### src/rtl/debug_uart_tx.sv
// debug_uart_tx: buffers debug byte strobes in a small FIFO and sends each
// byte as an 8N1 UART frame, LSB first. Back-to-back frames are contiguous.
//
// state | meaning
// IDLE  | line high, waiting for a buffered byte
// START | start bit (line low) for one bit period
// DATA  | eight data bits, LSB first, one bit period each
// STOP  | stop bit (line high); tx_Done in its last cycle, chains to START
module debug_uart_tx #(
    parameter int CLKS_PER_BIT = 217,
    parameter int FIFO_DEPTH   = 4
) (
    input  logic       clk,
    input  logic       resetn,
    input  logic [7:0] tx_Data,
    input  logic       tx_DataValid,
    output logic       tx_Serial,
    output logic       tx_Active,
    output logic       tx_Done,
    output logic       fifo_full,
    output logic       overflow
);

    localparam int PW = $clog2(FIFO_DEPTH);
    localparam int BW = $clog2(CLKS_PER_BIT);
    localparam logic [BW-1:0] BAUD_LAST  = BW'(CLKS_PER_BIT - 1);
    localparam logic [BW-1:0] BAUD_PRE   = BW'(CLKS_PER_BIT - 2);
    localparam logic [PW:0]   FULL_COUNT = (PW + 1)'(FIFO_DEPTH);

    typedef enum logic [1:0] {IDLE, START, DATA, STOP} state_t;

    logic [7:0]    mem [FIFO_DEPTH];
    logic [PW-1:0] wr_ptr;
    logic [PW-1:0] rd_ptr;
    logic [PW:0]   count;
    logic [PW:0]   count_next;
    logic          push;
    logic          pop;
    logic          empty;
    logic          bit_end;

    state_t        state;
    logic [BW-1:0] baud;
    logic [2:0]    bit_idx;
    logic [7:0]    shift;

    // Push/pop qualification; fullness uses the registered (pre-edge) flag
    always_comb begin
        push       = tx_DataValid & ~fifo_full;
        empty      = (count == '0);
        bit_end    = (baud == BAUD_LAST);
        pop        = ~empty & ((state == IDLE) | ((state == STOP) & bit_end));
        count_next = count;
        if (push & ~pop) begin
            count_next = count + 1'b1;
        end else if (~push & pop) begin
            count_next = count - 1'b1;
        end
    end

    // Byte storage; contents are don't-care once pointers are reset
    always_ff @(posedge clk) begin
        if (push) begin
            mem[wr_ptr] <= tx_Data;
        end
    end

    // FIFO pointers, occupancy, full flag and sticky overflow
    always_ff @(posedge clk or negedge resetn) begin
        if (!resetn) begin
            wr_ptr    <= '0;
            rd_ptr    <= '0;
            count     <= '0;
            fifo_full <= 1'b0;
            overflow  <= 1'b0;
        end else begin
            if (push) begin
                wr_ptr <= wr_ptr + 1'b1;
            end
            if (pop) begin
                rd_ptr <= rd_ptr + 1'b1;
            end
            count     <= count_next;
            fifo_full <= (count_next == FULL_COUNT);
            overflow  <= overflow | (tx_DataValid & fifo_full);
        end
    end

    // Frame sequencer with registered line, active and done outputs
    always_ff @(posedge clk or negedge resetn) begin
        if (!resetn) begin
            state     <= IDLE;
            baud      <= '0;
            bit_idx   <= '0;
            shift     <= '0;
            tx_Serial <= 1'b1;
            tx_Active <= 1'b0;
            tx_Done   <= 1'b0;
        end else begin
            tx_Done <= 1'b0;
            case (state)
                IDLE: begin
                    tx_Serial <= 1'b1;
                    tx_Active <= 1'b0;
                    if (pop) begin
                        shift     <= mem[rd_ptr];
                        baud      <= '0;
                        bit_idx   <= '0;
                        tx_Serial <= 1'b0;
                        tx_Active <= 1'b1;
                        state     <= START;
                    end
                end
                START: begin
                    if (bit_end) begin
                        baud      <= '0;
                        tx_Serial <= shift[0];
                        state     <= DATA;
                    end else begin
                        baud <= baud + 1'b1;
                    end
                end
                DATA: begin
                    if (bit_end) begin
                        baud    <= '0;
                        bit_idx <= bit_idx + 1'b1;
                        shift   <= {1'b0, shift[7:1]};
                        if (bit_idx == 3'd7) begin
                            tx_Serial <= 1'b1;
                            state     <= STOP;
                        end else begin
                            tx_Serial <= shift[1];
                        end
                    end else begin
                        baud <= baud + 1'b1;
                    end
                end
                STOP: begin
                    // Registered pulse lands in the final stop-bit cycle
                    if (baud == BAUD_PRE) begin
                        tx_Done <= 1'b1;
                    end
                    if (bit_end) begin
                        baud <= '0;
                        if (pop) begin
                            shift     <= mem[rd_ptr];
                            bit_idx   <= '0;
                            tx_Serial <= 1'b0;
                            state     <= START;
                        end else begin
                            tx_Active <= 1'b0;
                            state     <= IDLE;
                        end
                    end else begin
                        baud <= baud + 1'b1;
                    end
                end
                default: begin
                    state <= IDLE;
                end
            endcase
        end
    end

endmodule

### config.mk
export PLATFORM = sky130hd
export DESIGN_NAME = debug_uart_tx
export DESIGN_NICKNAME = d
export VERILOG_FILES = /design/src/rtl/debug_uart_tx.sv
export SDC_FILE = /design/constraint.sdc
export NUM_CORES = 1
export LEC_CHECK = 0
export ABC_AREA = 0
export BUFFER_PORTS_ARGS = -buffer_cell sky130_fd_sc_hd__buf_4
export CORE_AREA = 2 2 87 89
export CTS_CLUSTER_DIAMETER = 60
export CTS_CLUSTER_SIZE = 8
export DETAILED_ROUTE_END_ITERATION = 10
export DIE_AREA = 0 0 89 91
export PLACE_DENSITY_LB_ADDON = 0.15
export SLEW_MARGIN = 20
export SYNTH_ARGS = -nofsm -noshare
export SYNTH_HDL_FRONTEND = slang
export SYNTH_SLANG_ARGS = --single-unit
### constraint.sdc
create_clock -name clk -period 1.7 [get_ports clk]
set_input_delay 0.085 -clock clk [delete_from_list [all_inputs] [get_ports clk]]
set_output_delay 0.085 -clock clk [all_outputs]
set_load 0.02 [all_outputs]
Word-level counts from Yosys, hierarchy flattened:

Memory sizes are Yosys's and may differ from the RTL's.
Cells that the tools add are included.

* register bits after elaboration: 33
* RAM bits: 32
* bits of input ports: 11
* output and inout bits: 5
* logic and storage cells: 89
* memories: 1

Memories
* mem: words 4, bits a word 8, read ports 1, clocked after Yosys merged registers in 0, write ports 1, line 32 `logic [7:0] mem [FIFO_DEPTH];`

* add/sub/neg operators: 6
* eq/ne operators: 14
* mux-type cells: 35
* bitwise logic cells: 12
* reduce and logical (&&, ||, !) cells: 9

Operator list (count)
* 8-bit two-way mux: 5
* 8-bit one-hot mux with 3 select lines: 1
* 8-bit == test, second input constant: 2
* 8-bit one-hot mux with 2 select lines: 1
* 3-bit two-way mux: 5
* 1-bit two-way mux: 14
* 2-bit inequality test, second input constant: 7
* 2-bit two-way mux: 5
* 3-bit one-hot mux with 3 select lines: 1
* 8-bit by 1-bit adder with 8-bit output, second input constant: 1
* 2-bit one-hot mux with 4 select lines: 1
* 3-bit by 1-bit adder with 3-bit output, second input constant: 2
* 1-bit AND: 6
* 3-bit == test, second input constant: 2
* 3-bit AND reduction: 2
* 5-bit AND reduction: 1
* 2-bit by 1-bit adder with 2-bit output, second input constant: 2
* 2-bit == test, second input constant: 2
* 1-bit inverter: 4
* 1-bit one-hot mux with 4 select lines: 1
* 4-bit AND reduction: 1
* 3-bit zero test: 1
* 3-bit nonzero test: 1
* 3-bit OR reduction: 1
* other kinds (6): 7

Logic depth before layout (Yosys ltp):

* depth after elaboration: 8
* depth in mapped cells: 9
* gate-level depth less buffers: 7

Worst setup path before layout:

No wires, ideal clock.

* kind: register to register
* start point: register baud[0]
* end point: register shift[0]
* library setup time: 0.125 ns
* arrival: 1.773 ns
* required time: 1.575 ns
* slack: -0.198 ns
* stages on the path, launching flop included: 10
* buffers on the path: 2
* period minus slack after synthesis: 1.898 ns
* path through: dfrtp_1 > inv_1 > ha_1 > and3b_1 > buf_6 > a31oi_4 > nor2_4 > o21ai_2 > buf_6 > mux2_4

* cells in the longest elaborated chain, start to end: 7
* elaborated cells between the ends (all ways): 10
* classes of those cells: 3 x eq/ne; 3 x mux; 3 x bitwise; 1 x reduce/logical

RTL lines
* from (decl): line 43 `logic [BW-1:0] baud;`
* from (signal assigned): line 120 `baud <= baud + 1'b1;`
* from (signal assigned): line 135 `baud <= baud + 1'b1;`
* from (signal assigned): line 155 `baud <= baud + 1'b1;`
* 8-bit == test (*): line 51 `bit_end = (baud == BAUD_LAST);`
* 1-bit AND: line 52 `pop = ~empty & ((state == IDLE) | ((state == STOP) & bit_end));`
* 1-bit bitwise OR: line 52
* 1-bit AND: line 52
* 8-bit two-way mux (2 in series)
* 8-bit one-hot mux with 3 select lines
* to (signal assigned): line 106 `shift <= mem[rd_ptr];`
* to (signal assigned): line 127 `shift <= {1'b0, shift[7:1]};`
* to (signal assigned): line 146 `shift <= mem[rd_ptr];`
* to (decl): line 45 `logic [7:0] shift;`

Every way passes the cells marked *; elsewhere a longest branch is shown, timed or not. The select of a mux whose other input is x is not followed.
A chain may end at the register's enable or synchronous reset.

Worst setup path in the final report:

* start point: register baud[1]
* end point: register fifo_full

* cells in the longest elaborated chain, start to end: 8
* elaborated cells between the ends (all ways): 10
* classes of those cells: 2 x eq/ne; 2 x mux; 6 x bitwise

RTL lines
* 8-bit == test (*): line 51
* 1-bit AND (*): line 52
* 1-bit bitwise OR (*): line 52
* 1-bit AND (*): line 52
* 1-bit AND / 1-bit inverter (equally long branches): line 56, 54
* 3-bit two-way mux / 1-bit AND (equally long branches): line 56, 54
* 3-bit two-way mux (*): line 54 `if (push & ~pop) begin`
* 3-bit == test (*): line 84 `fifo_full <= (count_next == FULL_COUNT);`
* to (signal assigned): line 84
* to (decl): line 20 `output logic fifo_full,`

Every way passes the cells marked *; elsewhere a longest branch is shown, timed or not.

==> impl_summary.log <==
[metrics] result of the run: finished, violations left
[metrics] violated checks: setup timing
[metrics] Peak Freq: 545 MHz
[metrics] clock transition time at the flip-flop clock pins of the worst setup and hold paths: 80 ps
[metrics] reg-to-reg endpoint: fifo_full
[metrics] total internal power: 4790 uW
[metrics] Die Outline Area: 8100 sq um
[metrics] number of maximum-capacitance violations: 0
[metrics] Die H: 91 microns
[metrics] Design Area, Final: 4100 sq um
[metrics] count of buffering cells on the critical path with inverters included: 2
[metrics] sequential-to-total area share from yosys stat: 57.3%
[metrics] hold violation total from the final report: 0
[metrics] Avg Synthesized Cell Area: 14.0 sq um
[metrics] synthesized net count: 251
[metrics] Static Leakage: 0.00174 uW
[metrics] share of layout cells above drive strength 1: 43.8%
[metrics] critical-path cell with the highest stage delay: sky130_fd_sc_hd__dfrtp_1
[metrics] Tmin final: 1840 ps
[metrics] actual transition at the worst max-transition pin: 443 ps
[metrics] number of global-route vias before repair: 1980
[metrics] Routed WL per cell: 14.4 microns
[metrics] setup repair after global routing missed its margin: true
[metrics] Sw Share: 33.8%
[metrics] post-placement cell area: 3660 sq um
[metrics] count of cell types in the netlist: 47
[metrics] reg2reg start: baud[1]
[metrics] max-slew violation count: 0
[metrics] share of the synthesized area in the top cell type: 30.8%
[metrics] largest net degree at the start of global routing: 34
[metrics] Vias per Instance: 4.86
[metrics] Root Driver: sky130_fd_sc_hd__clkbuf_8
[metrics] standard cell core area: 7140 sq um
[metrics] critical setup path kind: flop to flop
[metrics] combined area of the multi-input logic cells: 1330 sq um
[metrics] worst hold path type: primary input to asynchronous set/reset pin
[metrics] total power of the final layout: 7240 uW
[metrics] TritonCTS clock tree: built
[metrics] filler cell count in the final layout: 607
[metrics] latest clock arrival within the worst-skew pair: 350 ps
[metrics] share of power burned in combinational logic: 48.0%
[metrics] post-detailed-route count of antenna-violating nets: 0
[metrics] post-synthesis instance area: 3120 sq um
[metrics] Post-synth EDFFs: 32
[metrics] Starting DRT DRC Count: 67
[metrics] DP Wirelength: 3.90 mm
[metrics] 1st-pass router iterations: 6
[metrics] endpoint of the most critical setup path: fifo_full
[metrics] critical path's top delay family: compound AO/OA/AOI/OAI gates
[metrics] crit path launch type: flop
[metrics] via count: 1960
[metrics] total routing usage reported by global routing: 16.3%
[metrics] synthesized instance count: 223
[metrics] Psw: 2450 uW
[metrics] x dimension of the die: 89 microns
[metrics] most area-consuming cells after synthesis: sky130_fd_sc_hd__edfxtp_1 (31%), sky130_fd_sc_hd__dfrtp_1 (26%), sky130_fd_sc_hd__ha_1 (6.8%)
[metrics] instance count on the critical path: 8
[metrics] routed wire length: 5.79 mm
[metrics] Yosys warning count: 0
[metrics] antenna violations before repair: 0
[metrics] IO Count: 16
[metrics] share of async-settable or async-resettable flops after synthesis: 50.8%
[metrics] Post-synth top flop: sky130_fd_sc_hd__edfxtp_1
[metrics] leading area contributor after synthesis: sky130_fd_sc_hd__edfxtp_1
[metrics] area taken by flip-flops and latches: 1790 sq um
[metrics] largest voltage drop on the vdd net: 926 uV
[metrics] number of clock sinks: 65
[metrics] fin worst setup slack: -136 ps
[metrics] sum of overflow across all layers after global routing: 0
[metrics] data required time of the critical path: 1930 ps
[metrics] category of the worst setup path capture point: flop
[metrics] setup_tns: -1380 ps
[metrics] worst reg2reg setup slack: -140 ps
[metrics] #FFs+latches synth: 65
[metrics] growth of design area from synthesis to finish: 31.3%
[metrics] longest individual stage delay on the worst path: 370 ps
[metrics] drc violations: 0
[metrics] first-pass GRT wire length: 9.65 mm
[metrics] initial cell density of the core: 43.8%
[metrics] number of buffers added by the clock tree synthesis step: 9
[metrics] final number of setup-violating endpoints: 15
[metrics] Post-Route Skew: 9.96 ps
[metrics] worst rel slew slack: 70.5%
[metrics] count of cells along the worst register-to-register path: 8
[metrics] part of the power in registers: 32.8%
[metrics] Data arrival, critical path: 2070 ps
[metrics] final core occ: 57.5%
[metrics] Pwr Density: 1770 nW/um^2
[metrics] quantity of I/O buffers inserted on ports: 15
[metrics] part of the cycle the worst path needs: 108%
[metrics] total number of H-tree levels: 3
[metrics] Clk network pwr share: 19.3%
[metrics] Critical Path Start: baud[1]
[metrics] Ant. Diodes: 0
[metrics] cells traversed along the worst timing path: inv_2 > ha_2 > and3b_2 > buf_6 > a31o_4 > a21oi_4 > o221ai_2 > and4bb_1
[metrics] final RePlAce weighted congestion: 0.776
[metrics] count of nets after finishing: 327
[metrics] Row Count: 31
[metrics] clk buf depth: 2
[metrics] Worst Path Max Fanout: 5
## cell usage after synthesis (all sizes together) (2+ instances only)
| cell type | instances |
|---|---|
| a21o | 2 |
| a21oi | 5 |
| a22o | 5 |
| a31oi | 3 |
| and2 | 5 |
| and3 | 6 |
| buf | 6 |
| clkbuf | 3 |
| dfrtp | 32 |
| edfxtp | 32 |
| ha | 17 |
| inv | 8 |
| mux2 | 17 |
| mux4 | 8 |
| nand2 | 16 |
| nand2b | 3 |
| nor2 | 8 |
| nor2b | 2 |
| nor3 | 3 |
| o21a | 2 |
| o21ai | 17 |
| o22ai | 2 |
| xnor2 | 5 |
## layer usage
layer | vias up | GRT usage, % | part of all wire, %
li1 | 976 | - | -
met1 | 957 | 22.8 | 48
met2 | 19 | 23.3 | 47
met3 | 8 | 4.64 | 3.1
met4 | 0 | 7.46 | 1.8
met5 | - | 0 | 0
## worst min path at each step
stage / from / slack [ps] / to / depth (start not counted)
final: resetn / 210 / baud[2] / 2
after global routing: resetn / 250 / baud[2] / 2
after CTS: resetn / 230 / baud[2] / 2
after detailed placement: resetn / 60 / baud[2] / 1
after global placement: resetn / 60 / baud[2] / 1
after floorplan: resetn / -210 / baud[0] / 0
## worst reg2reg max path: cells and delay by family (launching register included)
family / cells / cell delay [ps]
fa+ha+maj: 1 / 150
simple gates: 2 / 450
flops: 1 / 370
buf+inv: 2 / 180
compound gates: 3 / 570
## repair_timing
action                                  4_1_cts  5_1_grt
pin swaps                                     5        9
resized for setup                            13       13
hold buffers                                 10        0
setup buffers                                 2        2
hold endpoints to repair                     65        0
endpoints found under the setup margin       18       21
## area by class of cell
type	count	share of cell area, %
well taps	99	3.02
inverters	8	0.732
multi-input cells	141	32.4
flip-flops and latches	65	43.6
repair buffers	74	15.2
clock buffers	9	3.02
clock inverters	7	2.04
## cell families (layout without fill, tap and decap cells)
logic type,count (synthesis),after routing,share of synthesized area (%)
xor+xnor,6,6,1.68
flops,65,65,57.3
buf+inv,17,98,2.96
compound gates,42,42,9.54
mux,25,25,12.7
fa+ha+maj,17,17,6.81
simple gates,51,51,9.01
## flip-flops by register name, summed over array words and instances (netlist names), 2 cells and up
name,flops
baud,8
bit_idx,3
count,3
mem,32
rd_ptr,2
shift,8
state,2
wr_ptr,2
## power by group through the flow
| stage | sequential (uW) | clock (uW) | combinational, uW |
|---|---|---|---|
| global placement | 2400 | 0 | 3100 |
| detailed placement | 2400 | 0 | 3130 |
| global route | 2430 | 1490 | 3830 |
| finish | 2370 | 1390 | 3470 |
| CTS | 2380 | 1430 | 3360 |
| floorplan | 2370 | 0 | 2040 |
## placed cells by master, fill, tap and decap left out, types with 3 or more instances in the layout
| cell | instances |
|---|---|
| sky130_fd_sc_hd__nand2b_1 | 3 |
| sky130_fd_sc_hd__xnor2_1 | 5 |
| sky130_fd_sc_hd__o21ai_0 | 14 |
| sky130_fd_sc_hd__mux2_2 | 9 |
| sky130_fd_sc_hd__mux4_2 | 8 |
| sky130_fd_sc_hd__a22o_1 | 5 |
| sky130_fd_sc_hd__buf_6 | 6 |
| sky130_fd_sc_hd__a21oi_1 | 3 |
| sky130_fd_sc_hd__edfxtp_1 | 32 |
| sky130_fd_sc_hd__ha_1 | 13 |
| sky130_fd_sc_hd__dlygate4sd3_1 | 10 |
| sky130_fd_sc_hd__and2_1 | 5 |
| sky130_fd_sc_hd__nor2_1 | 6 |
| sky130_fd_sc_hd__inv_1 | 6 |
| sky130_fd_sc_hd__inv_6 | 3 |
| sky130_fd_sc_hd__buf_4 | 56 |
| sky130_fd_sc_hd__nand2_1 | 16 |
| sky130_fd_sc_hd__mux2_4 | 8 |
| sky130_fd_sc_hd__ha_2 | 4 |
| sky130_fd_sc_hd__clkbuf_8 | 9 |
| sky130_fd_sc_hd__dfrtp_1 | 32 |
| sky130_fd_sc_hd__and3_1 | 3 |
## per-stage QoR
stage                     setup slack [ps]  std cells  hold WS, ps
final                                 -136        403          215
after global routing                  -215        403          252
after CTS                             -135        401          231
after detailed placement              -181        373         61.8
after global placement                -134        373         59.1
after floorplan                       -164        223         -211
(Power assumes the default switching activity.)
